## src/rtl/cpu_plic_pkg.sv

```systemverilog
// cpu_plic shared definitions.
// Register byte offsets and bus FSM states.
package cpu_plic_pkg;

  localparam logic [7:0] PLIC_PENDING       = 8'h00;
  localparam logic [7:0] PLIC_ENABLE        = 8'h04;
  localparam logic [7:0] PLIC_THRESHOLD     = 8'h08;
  localparam logic [7:0] PLIC_CLAIM         = 8'h0C;
  localparam logic [7:0] PLIC_PRIORITY_BASE = 8'h10;

  typedef enum logic {
    BUS_IDLE,
    BUS_ACK
  } bus_state_e;

endpackage

```

## src/rtl/cpu_plic_gateway.sv

```systemverilog
// cpu_plic per-source gateway.
// Synchronizer, pending latch and in-service mask.
module cpu_plic_gateway
  import cpu_plic_pkg::*;
(
  input  logic i_clock,
  input  logic i_reset,
  input  logic i_level,
  input  logic i_claim,
  input  logic i_complete,
  output logic o_pending,
  output logic o_in_service
);

  logic sync1_q, sync1_d;
  logic sync2_q, sync2_d;
  logic pend_q, pend_d;
  logic insv_q, insv_d;

  always_comb begin
    sync1_d = i_level;
    sync2_d = sync1_q;
    pend_d  = pend_q;
    insv_d  = insv_q;
    // claim wins over a same-cycle set
    if (i_claim) begin
      pend_d = 1'b0;
      insv_d = 1'b1;
    end else begin
      if (sync2_q && !insv_q) pend_d = 1'b1;
      if (i_complete) insv_d = 1'b0;
    end
  end

  always_ff @(posedge i_clock or posedge i_reset) begin
    if (i_reset) begin
      sync1_q <= 1'b0;
      sync2_q <= 1'b0;
      pend_q  <= 1'b0;
      insv_q  <= 1'b0;
    end else begin
      sync1_q <= sync1_d;
      sync2_q <= sync2_d;
      pend_q  <= pend_d;
      insv_q  <= insv_d;
    end
  end

  assign o_pending    = pend_q;
  assign o_in_service = insv_q;

endmodule

```

## src/rtl/cpu_plic.sv

```systemverilog
// cpu_plic: platform-level interrupt controller.
// Gateways, registered priority arbiter and claim/complete bus port.
module cpu_plic
  import cpu_plic_pkg::*;
#(
  parameter int SOURCES        = 8,
  parameter int PRIORITY_WIDTH = 3
) (
  input  logic               i_clock,
  input  logic               i_reset,
  input  logic [SOURCES-1:0] i_interrupt,
  output logic               o_interrupt,
  input  logic               i_request,
  input  logic               i_rw,
  input  logic [7:0]         i_address,
  input  logic [31:0]        i_wdata,
  output logic [31:0]        o_rdata,
  output logic               o_ready
);

  localparam int ID_W = $clog2(SOURCES + 1);
  localparam int PW   = PRIORITY_WIDTH;

  logic [SOURCES-1:0] pending;
  logic [SOURCES-1:0] in_service;
  logic [SOURCES-1:0] claim_stb;
  logic [SOURCES-1:0] complete_stb;

  logic [SOURCES-1:0] enable_q, enable_d;
  logic [PW-1:0]      prio_q [SOURCES];
  logic [PW-1:0]      prio_d [SOURCES];
  logic [PW-1:0]      thresh_q, thresh_d;
  logic [ID_W-1:0]    best_id_q, best_id_d;
  logic               irq_q, irq_d;
  bus_state_e         state_q, state_d;
  logic [31:0]        rdata_q, rdata_d;
  logic               ready_q, ready_d;

  logic [5:0]  word;
  logic [5:0]  prio_idx;
  logic        is_prio;
  logic        access;
  logic        wr;
  logic        rd;
  logic [PW-1:0] prio_rd;
  logic [31:0] rd_val;
  logic [PW-1:0] best_p;
  logic        unused_addr;

  assign word        = i_address[7:2];
  assign unused_addr = ^i_address[1:0];
  assign prio_idx    = word - PLIC_PRIORITY_BASE[7:2];
  assign is_prio     = (word >= PLIC_PRIORITY_BASE[7:2])
                    && (32'(prio_idx) < SOURCES);
  assign access      = (state_q == BUS_IDLE) && i_request;
  assign wr          = access && i_rw;
  assign rd          = access && !i_rw;

  for (genvar n = 0; n < SOURCES; n++) begin : g_src
    assign claim_stb[n] = rd
      && (word == PLIC_CLAIM[7:2])
      && (best_id_q == ID_W'(n + 1));
    assign complete_stb[n] = wr
      && (word == PLIC_CLAIM[7:2])
      && (i_wdata == 32'(n + 1))
      && in_service[n];

    cpu_plic_gateway u_gw (
      .i_clock      (i_clock),
      .i_reset      (i_reset),
      .i_level      (i_interrupt[n]),
      .i_claim      (claim_stb[n]),
      .i_complete   (complete_stb[n]),
      .o_pending    (pending[n]),
      .o_in_service (in_service[n])
    );
  end

  // ascending scan with strict '>' keeps the lowest ID on ties
  always_comb begin
    best_id_d = '0;
    best_p    = thresh_q;
    for (int n = 0; n < SOURCES; n++) begin
      if (pending[n] && enable_q[n] && (prio_q[n] > best_p)) begin
        best_p    = prio_q[n];
        best_id_d = ID_W'(n + 1);
      end
    end
    irq_d = (best_id_d != '0);
  end

  always_comb begin
    prio_rd = '0;
    for (int n = 0; n < SOURCES; n++) begin
      if (prio_idx == 6'(n)) prio_rd = prio_q[n];
    end
  end

  always_comb begin
    rd_val = '0;
    unique case (1'b1)
      (word == PLIC_PENDING[7:2]):   rd_val = 32'(pending);
      (word == PLIC_ENABLE[7:2]):    rd_val = 32'(enable_q);
      (word == PLIC_THRESHOLD[7:2]): rd_val = 32'(thresh_q);
      (word == PLIC_CLAIM[7:2]):     rd_val = 32'(best_id_q);
      is_prio:                       rd_val = 32'(prio_rd);
      default:                       rd_val = '0;
    endcase
  end

  always_comb begin
    enable_d = enable_q;
    thresh_d = thresh_q;
    for (int n = 0; n < SOURCES; n++) prio_d[n] = prio_q[n];
    if (wr) begin
      unique case (1'b1)
        (word == PLIC_ENABLE[7:2]):    enable_d = i_wdata[SOURCES-1:0];
        (word == PLIC_THRESHOLD[7:2]): thresh_d = i_wdata[PW-1:0];
        is_prio: begin
          for (int n = 0; n < SOURCES; n++) begin
            if (prio_idx == 6'(n)) prio_d[n] = i_wdata[PW-1:0];
          end
        end
        default: ;
      endcase
    end
  end

  always_comb begin
    state_d = state_q;
    ready_d = ready_q;
    rdata_d = rdata_q;
    unique case (state_q)
      BUS_IDLE: begin
        if (i_request) begin
          state_d = BUS_ACK;
          ready_d = 1'b1;
          rdata_d = i_rw ? 32'h0 : rd_val;
        end
      end
      BUS_ACK: begin
        if (!i_request) begin
          state_d = BUS_IDLE;
          ready_d = 1'b0;
        end
      end
      default: begin
        state_d = BUS_IDLE;
        ready_d = 1'b0;
      end
    endcase
  end

  always_ff @(posedge i_clock or posedge i_reset) begin
    if (i_reset) begin
      enable_q  <= '0;
      thresh_q  <= '0;
      for (int n = 0; n < SOURCES; n++) prio_q[n] <= '0;
      best_id_q <= '0;
      irq_q     <= 1'b0;
      state_q   <= BUS_IDLE;
      rdata_q   <= '0;
      ready_q   <= 1'b0;
    end else begin
      enable_q  <= enable_d;
      thresh_q  <= thresh_d;
      for (int n = 0; n < SOURCES; n++) prio_q[n] <= prio_d[n];
      best_id_q <= best_id_d;
      irq_q     <= irq_d;
      state_q   <= state_d;
      rdata_q   <= rdata_d;
      ready_q   <= ready_d;
    end
  end

  assign o_interrupt = irq_q;
  assign o_rdata     = rdata_q;
  assign o_ready     = ready_q;

endmodule

```

## config.mk

```make
export PLATFORM = sky130hd
export DESIGN_NAME = cpu_plic
export DESIGN_NICKNAME = d
export VERILOG_FILES = /design/src/rtl/cpu_plic_pkg.sv /design/src/rtl/cpu_plic_gateway.sv /design/src/rtl/cpu_plic.sv
export SDC_FILE = /design/constraint.sdc
export NUM_CORES = 1
export LEC_CHECK = 0
export BUFFER_PORTS_ARGS = -buffer_cell sky130_fd_sc_hd__buf_2
export CAP_MARGIN = 20
export CORE_MARGIN = 2
export CORE_UTILIZATION = 50
export DETAILED_ROUTE_END_ITERATION = 8
export GPL_TIMING_DRIVEN = 0
export PLACE_DENSITY = 0.75
export SYNTH_ARGS = -nofsm -noshare
export SYNTH_HDL_FRONTEND = slang
export SYNTH_SLANG_ARGS = --single-unit
```

## constraint.sdc

```tcl
create_clock -name i_clock -period 11 [get_ports i_clock]
set_input_delay 1.1 -clock i_clock [delete_from_list [all_inputs] [get_ports i_clock]]
set_output_delay 1.1 -clock i_clock [all_outputs]
set_load 0.01 [all_outputs]
```

==> results of run 1 <==
per-stage QoR:
step           utilization, %  instance area, µm²  setup slack (ns)
2_1_floorplan               -                4940             0.409
3_3_place_gp             57.7                5380             -1.29
3_5_place_dp             58.0                5410             -1.38
4_1_cts                  63.4                5920            0.0718
5_1_grt                  66.7                6220            -0.113
6_report                 66.7                6220             0.311
state kept, by name, summed over array words and instances, names as in the netlist:
signal and flops:
best_id_q 4, enable_q 8, g_src.u_gw.o_in_service 8, g_src.u_gw.o_pending 8, g_src.u_gw.sync1_q 8, g_src.u_gw.sync2_q 8, o_interrupt 1, o_rdata 8
o_ready 1, prio_q 24, state_q 1, thresh_q 3
power groups by stage:
| stage | Combinational, mW | Sequential (mW) | Clock [mW] |
|---|---|---|---|
| floorplan | 0.0649 | 0.320 | 0 |
| global placement | 0.0896 | 0.321 | 0 |
| detailed placement | 0.0937 | 0.322 | 0 |
| CTS | 0.106 | 0.316 | 0.280 |
| global route | 0.133 | 0.316 | 0.294 |
| finish | 0.122 | 0.315 | 0.279 |
cell type report:
class,count,area [µm²],share of cell area (%)
Sequential cell,82,2050,33.0
Multi-Input combinational cell,356,2840,45.7
Clock inverter,7,128,2.05
Timing Repair Buffer,89,566,9.09
Tap cell,129,161,2.59
Buffer,32,210,3.38
Inverter,36,138,2.21
Clock buffer,9,124,1.99
worst reg2reg max path: cells and delay by family (launching register included):
family	cells	cell delay (ns)
adders and majority gates	9	2.41
AOI/OAI and AO/OA	19	3.45
and+or+nand+nor	19	2.19
DFF	1	0.44
muxes	5	1.44
buffers and inverters	6	0.67
routing by layer:
| layer | up-vias | wire length, µm |
|---|---|---|
| met4 | 0 | 296 |
| met5 | - | 0 |
| met2 | 185 | 6790 |
| met3 | 31 | 923 |
| li1 | 1950 | - |
| met1 | 2061 | 5400 |
placed cells by master, fill, tap and decap left out, types with 4 or more instances in the layout:
cell type	synthesis	routed
a21oi_1	16	13
a22oi_1	6	5
a31oi_1	6	6
and2_1	4	4
buf_2	0	57
buf_4	24	52
clkbuf_1	7	7
clkbuf_8	0	9
conb_1	1	24
dfrtp_1	82	80
ha_1	19	11
ha_4	0	7
inv_1	36	32
mux2_2	27	25
mux2i_1	7	6
mux4_2	6	6
nand2_1	35	33
nand2b_1	9	9
nand3_1	16	13
nand3b_1	6	6
nor2_1	35	32
nor2b_1	10	9
nor3_1	6	6
nor4_1	7	7
o21ai_0	29	27
o21ai_1	6	4
o21ai_2	0	4
o22a_1	6	6
o22ai_1	10	8
or3_1	4	4
final timing paths:
check | endpoint | slack (ns)
max | best_id_q[1]$_DFF_PP0_ | 0.31
min | g_src[3].u_gw.sync2_q$_DFF_PP0_ | 0.35
max reg2reg | best_id_q[1]$_DFF_PP0_ | 0.31
min reg2reg | g_src[3].u_gw.sync2_q$_DFF_PP0_ | 0.35
max in group asynchronous | g_src[7].u_gw.o_in_service$_DFFE_PP0P_ | 9.72
min in group asynchronous | prio_q[21]$_DFFE_PP0P_ | 0.67
synthesized netlist by cell type (all sizes together), types with 4 or more instances:
library cell | n | area (µm²)
a22oi | 6 | 45.0
a21oi | 17 | 88.8
dfrtp | 82 | 2050
nor3 | 6 | 30.0
nor2 | 36 | 138
nand3b | 6 | 45.0
buf | 25 | 184
nor4 | 7 | 43.8
inv | 36 | 135
clkbuf | 7 | 26.3
or2 | 4 | 25.0
o22ai | 10 | 62.6
o22a | 6 | 52.6
and2 | 4 | 25.0
ha | 19 | 238
mux4 | 6 | 135
nand3 | 16 | 80.1
o21ai | 35 | 175
or3 | 4 | 25.0
mux2 | 28 | 319
a21o | 4 | 31.3
o31ai | 5 | 37.5
a31oi | 7 | 50.1
nand2b | 9 | 56.3
nor2b | 11 | 76.3
nand2 | 36 | 138
mux2i | 7 | 70.1
timing repair:
item                                    in CTS  in global routing
pin swaps                                    9                 24
resized for setup                           32                 26
buffers inserted                            12                 19
endpoints found under the setup margin       5                  5
kinds of logic after synthesis:
group | count (synthesis)
multiplexers | 41
flip-flops | 82
AO/OA/AOI/OAI | 118
other | 1
adder cells (fa/ha/maj) | 20
AND/OR/NAND/NOR | 153
buffers and inverters | 68
==> summary.txt, run 1 <==
Timing
  – Post-Route Skew: 0.0170 ns
  – TNS Setup: 0 ns
  – Hold Slack: roughly 0.35 ns
  – Final Hold Fails: 0
  – Worst slew pin tran: 0.800 ns
  – Slew Limit Headroom: between 40% and 50%
  – Final slew viol count: 0
  – Final period utilization: 97.2%
  – Max Fclk: 93.6 MHz
  – Final setup fails: 0
  – Fin crit period: 10.69 ns

Power and ir drop
  – Clock Power Share: 38.9%
  – PD cells: around 120 nW/µm²
  – Seq pwr share: between 40% and 50%
  – Power consumption: 0.716 mW
  – Max IR drop VDD: 0.0748 mV
  – Power share of the combinational group: 17.0%
  – Switching share of total power: 27.3%
  – Switching power: 0.196 mW
  – Leak pwr: 2.83 nW
  – Pint: 0.521 mW

Clock network
  – Clock tree from TritonCTS: done
  – Total CTS buffers: 9
  – Hold_buf cts: 0
  – Worst skew pair latency: around 0.37 ns
  – Clock Root Buffer: clkbuf_8
  – Worst-path clk slew: 0.10 ns
  – Clk buf depth: 2
  – CTS Sinks: 82
  – CTS HTree Levels: 3

Route
  – Wire per inst: 18.1 µm
  – Number of remaining DRC errors: 0
  – WL final: about 13 mm
  – First DRT Iteration DRCs: 285
  – Vias per cell: ~5.7
  – Antenna viol nets, final: 0
  – Via Count: 4227
  – 1st-pass router iterations: 5

Place
  – GPL Wtd Cong: 0.961
  – Detailed placer's ending HPWL: 9.57 mm
  – Inst Count DP: 693
  – Port Buffers: 57

Yosys
  – Post-synth cell types: 74
  – Synthesized instance count: slightly below 500
  – Sequential cell area fraction in the yosys report: between 40% and 50%
  – Simple-gate share of the synthesized area: between 10% and 20%
  – YS warnings: 0
  – Post-Syn Area: 4850 µm²
  – Flops & latches, synth: between 80 and 90
  – Synth Area in XOR/XNOR: 0%
  – Largest family of logic cells by synthesized area: compound AO/OA/AOI/OAI gates
  – Mux cell area share after synthesis: 10.8%
  – Synth Area in Compound Gates: 18.2%
  – Top FF cell, synth: dfrtp_1
  – Adder-Cell Fraction of Synth Area: 5.13%
  – Number of flops mapped to enable cells by yosys: 0
  – Share of flip-flops with an asynchronous set or reset: 100%
  – Mean Syn Cell Area: 10.0 µm²

Worst setup path
  – CP delay by family, top: compound AO/OA/AOI/OAI gates
  – Worst path arrival time: 10.92 ns
  – Crit path from: prio_q[22]$_DFFE_PP0P_
  – Largest fanout on the critical path: 5
  – Crit-path slowest cell: dfrtp_2
  – Cell depth of the worst setup path: 58
  – CP Capture Type: register
  – CP required: 11.23 ns
  – WP buf/inv: 6
  – R2r startpoint: prio_q[22]$_DFFE_PP0P_
  – Crit start category: register
  – Setup Crit Path Kind: reg -> reg
  – Worst reg-to-reg path cell count: 58
  – Worst path most repeated cell: nor2_1
  – Max incr delay on CP: 0.44 ns

Cells and area
  – Post-Layout Cell Count: 740
  – Nets@finish: just under 700
  – Area delta synth->final: 28.3%
  – Layout cells sized above 1: 37.6%
  – Filler cells: 732
  – Inserted Diodes: 0

Flow run
  – Max-capacitance violation count: 0

GRT
  – Met3 global-route usage: 5.81%
  – Met1 GRT Util: 33.4%
  – All-Layer GR Usage: between 20% and 30%
  – GRT met2 Usage: 41.9%
  – Grt ovf: 0
  – First-pass GRT wire length: 20.3 mm
  – Initial antenna violation count: 0
  – Vias in the first global route: 4064
  – Busiest grt layer: met2
  – Largest net degree at the start of global routing: 64

Worst hold path
  – Hold Path Class: reg -> reg
  – Hold Startpoint: g_src[3].u_gw.sync1_q$_DFF_PP0_
  – Hold depth: 0

Run status
  – Status: completed

Floorplan
  – Core ar.: between 9000 and 10000 µm²
  – Height of the chip: between 100 and 150 µm
  – Initial core utilization: 52.0%
  – I/O pins: 86
  – Die area: 10500 µm²
  – Site Rows: 35
  – Die Wd: 102 µm
(Power assumes the default switching activity.)
==> inputs of run 2 (changes only) <==
- CORE_UTILIZATION: 50 -> 45
- PLACE_DENSITY: 0.75 -> 0.69
==> run 2 against run 1 <==
  * Hold slack worse by 0.0015 ns
  * First-iteration DRC count down 18%
  * Flip-flop and latch count unchanged
  * Largest power group unchanged
  * Highest routed layer unchanged
==> summary.txt, run 2 (synthesized netlist as in run 1, its figures left out) <==
Floorplan
  – Site Rows: 37 (was 35)
  – Initial core utilization: 46.6% (was 52.0%)
  – I/O pins: 86 (unchanged)
  – Die Wd: 108 µm (was 102 µm)
  – Height of the chip: 108 µm (was 102 µm)
  – Die area: 11600 µm² (was 10500 µm²)
  – Core ar.: 10400 µm² (was 9330 µm²)

Power and ir drop
  – Seq pwr share: 46.1% (was 44.0%)
  – Clock Power Share: 37.5% (was 38.9%)
  – Switching power: 0.191 mW (was 0.196 mW)
  – Pint: 0.492 mW (was 0.521 mW)
  – Leak pwr: 2.74 nW (was 2.83 nW)
  – Max IR drop VDD: 0.0860 mV (was 0.0748 mV)
  – Power share of the combinational group: 16.3% (was 17.0%)
  – Switching share of total power: 28.0% (was 27.3%)
  – PD cells: 113 nW/µm² (was 115 nW/µm²)
  – Power consumption: 0.684 mW (was 0.716 mW)

Cells and area
  – Post-Layout Cell Count: 733 (was 740)
  – Most frequent cells in the layout: dfrtp_1 (80), buf_2 (57), buf_4 (40) (was dfrtp_1 (80), buf_2 (57), buf_4 (52))
  – Fin util: 57.8% (was 66.7%)
  – Area delta synth->final: 24.3% (was 28.3%)
  – Max FFs per register: 24 (unchanged)
  – Area of the multi-input gates: 2780 µm² (was 2840 µm²)
  – Layout cells sized above 1: 34.7% (was 37.6%)
  – Leading cell type in the layout, fill and taps excluded: dfrtp_1 (unchanged)
  – Storage cell area: 2050 µm² (unchanged)
  – Nets@finish: 663 (was 677)
  – Inserted Diodes: 0 (unchanged)
  – Largest Register: prio_q (unchanged)
  – Filler cells: 884 (was 732)

Clock network
  – Clock Root Buffer: clkbuf_8 (unchanged)
  – Worst-path clk slew: 0.09 ns (was 0.10 ns)
  – Total CTS buffers: 9 (unchanged)
  – Worst skew pair latency: 0.37 ns (about the same)
  – CTS Sinks: 82 (unchanged)
  – CTS HTree Levels: 3 (unchanged)
  – Clk buf depth: 2 (unchanged)
  – Clock tree from TritonCTS: done (unchanged)

Timing
  – Post-Route Skew: 0.00630 ns (was 0.0170 ns)
  – TNS Setup: 0 ns (unchanged)
  – Final period utilization: 96.3% (was 97.2%)
  – Final Hold Fails: 0 (unchanged)
  – Final slew viol count: 0 (unchanged)
  – Final setup fails: 0 (unchanged)
  – Slew Limit Headroom: 45.0% (was 46.5%)
  – Fin crit period: 10.60 ns (was 10.69 ns)
  – Max Fclk: 94.4 MHz (was 93.6 MHz)
  – Worst slew pin tran: 0.822 ns (was 0.800 ns)
  – Hold Slack: 0.353 ns (was 0.355 ns)

Flow run
  – Max-capacitance violation count: 0 (unchanged)

GRT
  – Initial antenna violation count: 0 (unchanged)
  – Largest net degree at the start of global routing: 67 (was 64)
  – First-pass GRT wire length: 19.7 mm (was 20.3 mm)
  – All-Layer GR Usage: 22.1% (was 25.6%)
  – Vias in the first global route: 4016 (was 4064)
  – Grt ovf: 0 (unchanged)

Worst setup path
  – Largest fanout on the critical path: 5 (unchanged)
  – CP Capture Type: register (unchanged)
  – Crit start category: register (unchanged)
  – Max incr delay on CP: 0.45 ns (was 0.44 ns)
  – Setup Crit Path Kind: reg -> reg (unchanged)
  – CP required: 11.30 ns (was 11.23 ns)
  – CP delay by family, top: compound AO/OA/AOI/OAI gates (unchanged)
  – Worst path arrival time: 10.90 ns (was 10.92 ns)
  – WP buf/inv: 5 (was 6)
  – Worst path most repeated cell: nor2_1 (unchanged)
  – Crit-path slowest cell: dfrtp_2 (unchanged)

Route
  – 1st-pass router iterations: 5 (unchanged)
  – First DRT Iteration DRCs: 233 (was 285)
  – Vias per cell: 5.55 (was 5.71)
  – Via Count: 4071 (was 4227)
  – Number of remaining DRC errors: 0 (unchanged)
  – Wire per inst: 17.1 µm (was 18.1 µm)
  – WL final: 12.5 mm (was 13.4 mm)
  – Antenna viol nets, final: 0 (unchanged)

Run status
  – Status: completed (unchanged)

Place
  – Inst Count DP: 700 (was 693)
  – Port Buffers: 57 (unchanged)
  – Detailed placer's ending HPWL: 9.35 mm (was 9.57 mm)
  – GPL Wtd Cong: 0.917 (was 0.961)

Worst hold path
  – Hold Path Class: reg -> reg (unchanged)
run 2: per-layer routing:
metal  track usage [%]  part of all wire (%)  vias up
met5                 0                     0        -
li1                  -                     -     1928
met1              30.0                    45     1978
met2              35.4                    47      141
met4              9.16                   2.2        0
met3              3.15                   5.4       24
run 2: worst paths after layout:
check                                           startpoint                         endpoint  slack (ns)  depth (start not counted)
max                                 prio_q[22]$_DFFE_PP0P_            o_interrupt$_DFF_PP0_        0.40                         57
min                        g_src[6].u_gw.sync1_q$_DFF_PP0_  g_src[6].u_gw.sync2_q$_DFF_PP0_        0.35                          0
max reg2reg                         prio_q[22]$_DFFE_PP0P_            o_interrupt$_DFF_PP0_        0.40                         57
min reg2reg                g_src[6].u_gw.sync1_q$_DFF_PP0_  g_src[6].u_gw.sync2_q$_DFF_PP0_        0.35                          0
max in group asynchronous                          i_reset          enable_q[3]$_DFFE_PP0P_        9.74                          3
min in group asynchronous                          i_reset           prio_q[10]$_DFFE_PP0P_        0.66                          2
run 2: timing repair:
action,4_1_cts,5_1_grt
setup endpoints to repair,5,5
setup buffers,10,7
endpoints found under the hold margin,0,0
hold buffers,0,0
resized for setup,26,20
pin swaps,7,16
run 2: through the flow:
stage / instance area, µm² / setup WS [ns]
after CTS: 5850 / 0.0230
after global routing: 6030 / -0.101
final: 6030 / 0.402
after detailed placement: 5420 / -1.26
after floorplan: 4940 / 0.409
after global placement: 5390 / -1.07
run 2: layout make-up:
type	instances	area share (%)
multi-input combinational	356	46.1
clock inverter	7	1.79
clock buffer	9	2.06
inverter	36	2.28
tap	136	2.82
sequential	82	34.1
timing repair buffer	75	7.37
buffer	32	3.49
run 2: power by group through the flow:
stage / combinational [mW] / clock (mW) / sequential, mW
after floorplan: 0.0649 / 0 / 0.320
after global placement: 0.0891 / 0 / 0.322
after detailed placement: 0.0927 / 0 / 0.322
after CTS: 0.102 / 0.262 / 0.315
after global routing: 0.122 / 0.273 / 0.317
final: 0.112 / 0.257 / 0.316
==> inputs of run 3 (changes only) <==
- SYNTH_HIERARCHICAL: not set -> 1
==> run 3 against run 2 <==
  * Synthesized cell count is 9.7% higher
  * Synthesized area up 6.2%
  * Register-to-register slack gained 0.14 ns
  * Clock power up 19%
  * Sequential share of layout area shrank 1.3 points
  * Hold slack got worse by 0.0053 ns
  * Highest routed layer unchanged
  * Setup slack improved by 0.14 ns
  * Critical path type unchanged
  * Global-route usage grew 0.82 points
  * Total power grew 5.8%
  * First-iteration DRC count rose by 37%
  * Count of clock-buffer cells in the layout rose by 2
==> summary.txt, run 3 <==
Cells and area
  – Area delta synth->final: 21.7% (was 24.3%)
  – Fin util: 55.6% (was 57.8%)
  – Nets@finish: 710 (was 663)
  – Most frequent cells in the layout: dfrtp_1 (79), buf_2 (58), inv_1 (44) (was dfrtp_1 (80), buf_2 (57), buf_4 (40))
  – Max FFs per register: 24 (unchanged)
  – Layout cells sized above 1: 32.0% (was 34.7%)
  – Post-Layout Cell Count: 787 (was 733)
  – Inserted Diodes: 0 (unchanged)
  – Leading cell type in the layout, fill and taps excluded: dfrtp_1 (unchanged)
  – Largest Register: prio_q (unchanged)
  – Filler cells: 1016 (was 884)

Flow run
  – Max-capacitance violation count: 0 (unchanged)

Yosys
  – Post-synth cell types: 71 (was 74)
  – Most common cell in the netlist: dfrtp_1 (unchanged)
  – Synthesized instance count: 530 (was 483)
  – Flops & latches, synth: 82 (unchanged)
  – Top FF cell, synth: dfrtp_1 (unchanged)
  – YS warnings: 6 (was 0)
  – Number of flops mapped to enable cells by yosys: 0 (unchanged)
  – Cell taking the most area after synthesis: dfrtp_1 (unchanged)
  – Synth top cells by count: dfrtp_1 (82), inv_1 (46), nor2_1 (42), nand2_1 (41), mux2_2 (26) (was dfrtp_1 (82), inv_1 (36), nand2_1 (35), nor2_1 (35), o21ai_0 (29))
  – Top post-synthesis cells by area: dfrtp_1 (40%), mux2_2 (5.7%), ha_1 (4.6%) (was dfrtp_1 (42%), mux2_2 (6.3%), ha_1 (4.9%))
  – Post-Syn Area: 5150 µm² (was 4850 µm²)
  – Share of flip-flops with an asynchronous set or reset: 100% (unchanged)
  – Mean Syn Cell Area: 9.72 µm² (was 10.0 µm²)
  – Sequential cell area fraction in the yosys report: 39.8% (was 42.3%)
  – Top cell type's share of synthesized area: 39.8% (was 42.3%)

Worst setup path
  – Setup Crit Path Kind: reg -> reg (unchanged)
  – CP Capture Type: register (unchanged)
  – Crit-path slowest cell: dfrtp_1 (was dfrtp_2)
  – Worst path arrival time: 10.65 ns (was 10.90 ns)
  – Worst path most repeated cell: ha_1 (was nor2_1)
  – Max incr delay on CP: 0.41 ns (was 0.45 ns)
  – Crit start category: register (unchanged)
  – Largest fanout on the critical path: 6 (was 5)
  – CP required: 11.19 ns (was 11.30 ns)

Route
  – Antenna viol nets, final: 0 (unchanged)
  – Wire per inst: 17.6 µm (was 17.1 µm)
  – First DRT Iteration DRCs: 320 (was 233)
  – WL final: 13.9 mm (was 12.5 mm)
  – Via Count: 4452 (was 4071)
  – Vias per cell: 5.66 (was 5.55)
  – Number of remaining DRC errors: 0 (unchanged)
  – 1st-pass router iterations: 4 (was 5)

GRT
  – First-pass GRT wire length: 22.6 mm (was 19.7 mm)
  – All-Layer GR Usage: 22.9% (was 22.1%)
  – Grt ovf: 0 (unchanged)
  – Vias in the first global route: 4526 (was 4016)
  – Initial antenna violation count: 0 (unchanged)
  – Largest net degree at the start of global routing: 33 (was 67)

Place
  – GPL Wtd Cong: 0.879 (was 0.917)
  – Port Buffers: 58 (was 57)
  – Inst Count DP: 755 (was 700)
  – Detailed placer's ending HPWL: 10.7 mm (was 9.35 mm)
  – Dpl ws: -0.802 ns (was -1.26 ns)

Timing
  – Final setup fails: 0 (unchanged)
  – Slew Limit Headroom: 28.2% (was 45.0%)
  – Post-Route Skew: 0.00801 ns (was 0.00630 ns)
  – Setup slack after layout: 0.537 ns (was 0.402 ns)
  – Fin crit period: 10.46 ns (was 10.60 ns)
  – TNS Setup: 0 ns (unchanged)
  – Final period utilization: 95.1% (was 96.3%)
  – Final slew viol count: 0 (unchanged)
  – Max Fclk: 95.6 MHz (was 94.4 MHz)
  – Worst slew pin tran: 1.07 ns (was 0.822 ns)
  – Final Hold Fails: 0 (unchanged)

Floorplan
  – Die area: 12300 µm² (was 11600 µm²)
  – I/O pins: 86 (unchanged)
  – Site Rows: 39 (was 37)
  – Core ar.: 11300 µm² (was 10400 µm²)
  – Initial core utilization: 45.7% (was 46.6%)
  – Die Wd: 111 µm (was 108 µm)
  – Height of the chip: 111 µm (was 108 µm)

Power and ir drop
  – Leak pwr: 3.04 nW (was 2.74 nW)
  – PD cells: 115 nW/µm² (was 113 nW/µm²)
  – Power consumption: 0.723 mW (was 0.684 mW)
  – Max IR drop VDD: 0.0804 mV (was 0.0860 mV)

Clock network
  – Clock Root Buffer: clkbuf_16 (was clkbuf_8)
  – Worst-path clk slew: 0.06 ns (was 0.09 ns)
  – CTS Sinks: 82 (unchanged)
  – Clk buf depth: 2 (unchanged)
  – Clock tree from TritonCTS: done (unchanged)
  – Hold_buf cts: 0 (unchanged)
  – CTS HTree Levels: 3 (unchanged)
  – Worst skew pair latency: 0.34 ns (was 0.37 ns)
  – Total CTS buffers: 9 (unchanged)

Run status
  – Status: completed (unchanged)

Worst hold path
  – Hold Path Class: reg -> reg (unchanged)
## run 3: logic make-up (layout without fill, tap and decap cells)
| family | after synthesis | count (layout) | share of synthesized area, % |
|---|---|---|---|
| other | 1 | 24 | 0.0728 |
| buffers and inverters | 79 | 170 | 7.51 |
| adders and majority gates | 21 | 21 | 5.00 |
| muxes | 44 | 44 | 10.6 |
| and+or+nand+nor | 181 | 181 | 18.2 |
| AOI/OAI and AO/OA | 122 | 122 | 18.7 |
| DFF | 82 | 82 | 39.8 |
## run 3: final timing paths
kind | startpoint | end | slack, ns | cells past startpoint
worst max-delay path | thresh_q[1]$_DFFE_PP0P_ | o_interrupt$_DFF_PP0_ | 0.54 | 55
worst max register to register | thresh_q[1]$_DFFE_PP0P_ | o_interrupt$_DFF_PP0_ | 0.54 | 55
min in group asynchronous | i_reset | g_src[0].u_gw/o_pending$_DFFE_PP0P_ | 0.73 | 2
max in group asynchronous | i_reset | prio_q[3]$_DFFE_PP0P_ | 9.62 | 3
worst min register to register | g_src[4].u_gw/sync1_q$_DFF_PP0_ | g_src[4].u_gw/sync2_q$_DFF_PP0_ | 0.35 | 0
worst min-delay path | g_src[4].u_gw/sync1_q$_DFF_PP0_ | g_src[4].u_gw/sync2_q$_DFF_PP0_ | 0.35 | 0
## run 3: area by class of cell
type | instances | area, µm² | area share [%]
Timing Repair Buffer | 75 | 430 | 6.86
Multi-Input combinational cell | 392 | 2910 | 46.5
Buffer | 32 | 210 | 3.35
Clock inverter | 5 | 62.6 | 0.998
Tap cell | 143 | 179 | 2.85
Clock buffer | 11 | 243 | 3.87
Sequential cell | 82 | 2060 | 32.8
Inverter | 47 | 176 | 2.81
## run 3: critical path, delay by kind of cell, from the launching register on
family	cells	cell delay [ns]
AOI/OAI and AO/OA	20	3.86
buffers and inverters	2	0.18
DFF	1	0.41
muxes	4	0.77
adders and majority gates	9	2.54
and+or+nand+nor	20	2.57
## run 3: stage by stage
stage	hold slack [ns]	cell area [µm²]
after floorplan	0.331	5240
after global placement	0.332	5710
after detailed placement	0.336	5730
after CTS	0.350	6090
after global routing	0.356	6270
final	0.348	6270
## run 3: what timing repair did
item | 4_1_cts | 5_1_grt
gates resized for setup | 9 | 18
endpoints found under the setup margin | 5 | 5
pin swaps | 2 | 8
buffers inserted | 3 | 13
## run 3: routing by layer
layer  track usage (%)  wire [µm]  part of all wire (%)
met1              30.4       5910                    43
met2              38.4       6840                    49
met3              4.26        898                   6.5
met4              6.75        226                   1.6
met5                 0          0                     0
## run 3: power by group
| group | internal [mW] | switching (mW) |
|---|---|---|
| sequential | 0.310 | 0.00683 |
| clock | 0.183 | 0.123 |
| combinational | 0.0428 | 0.0573 |
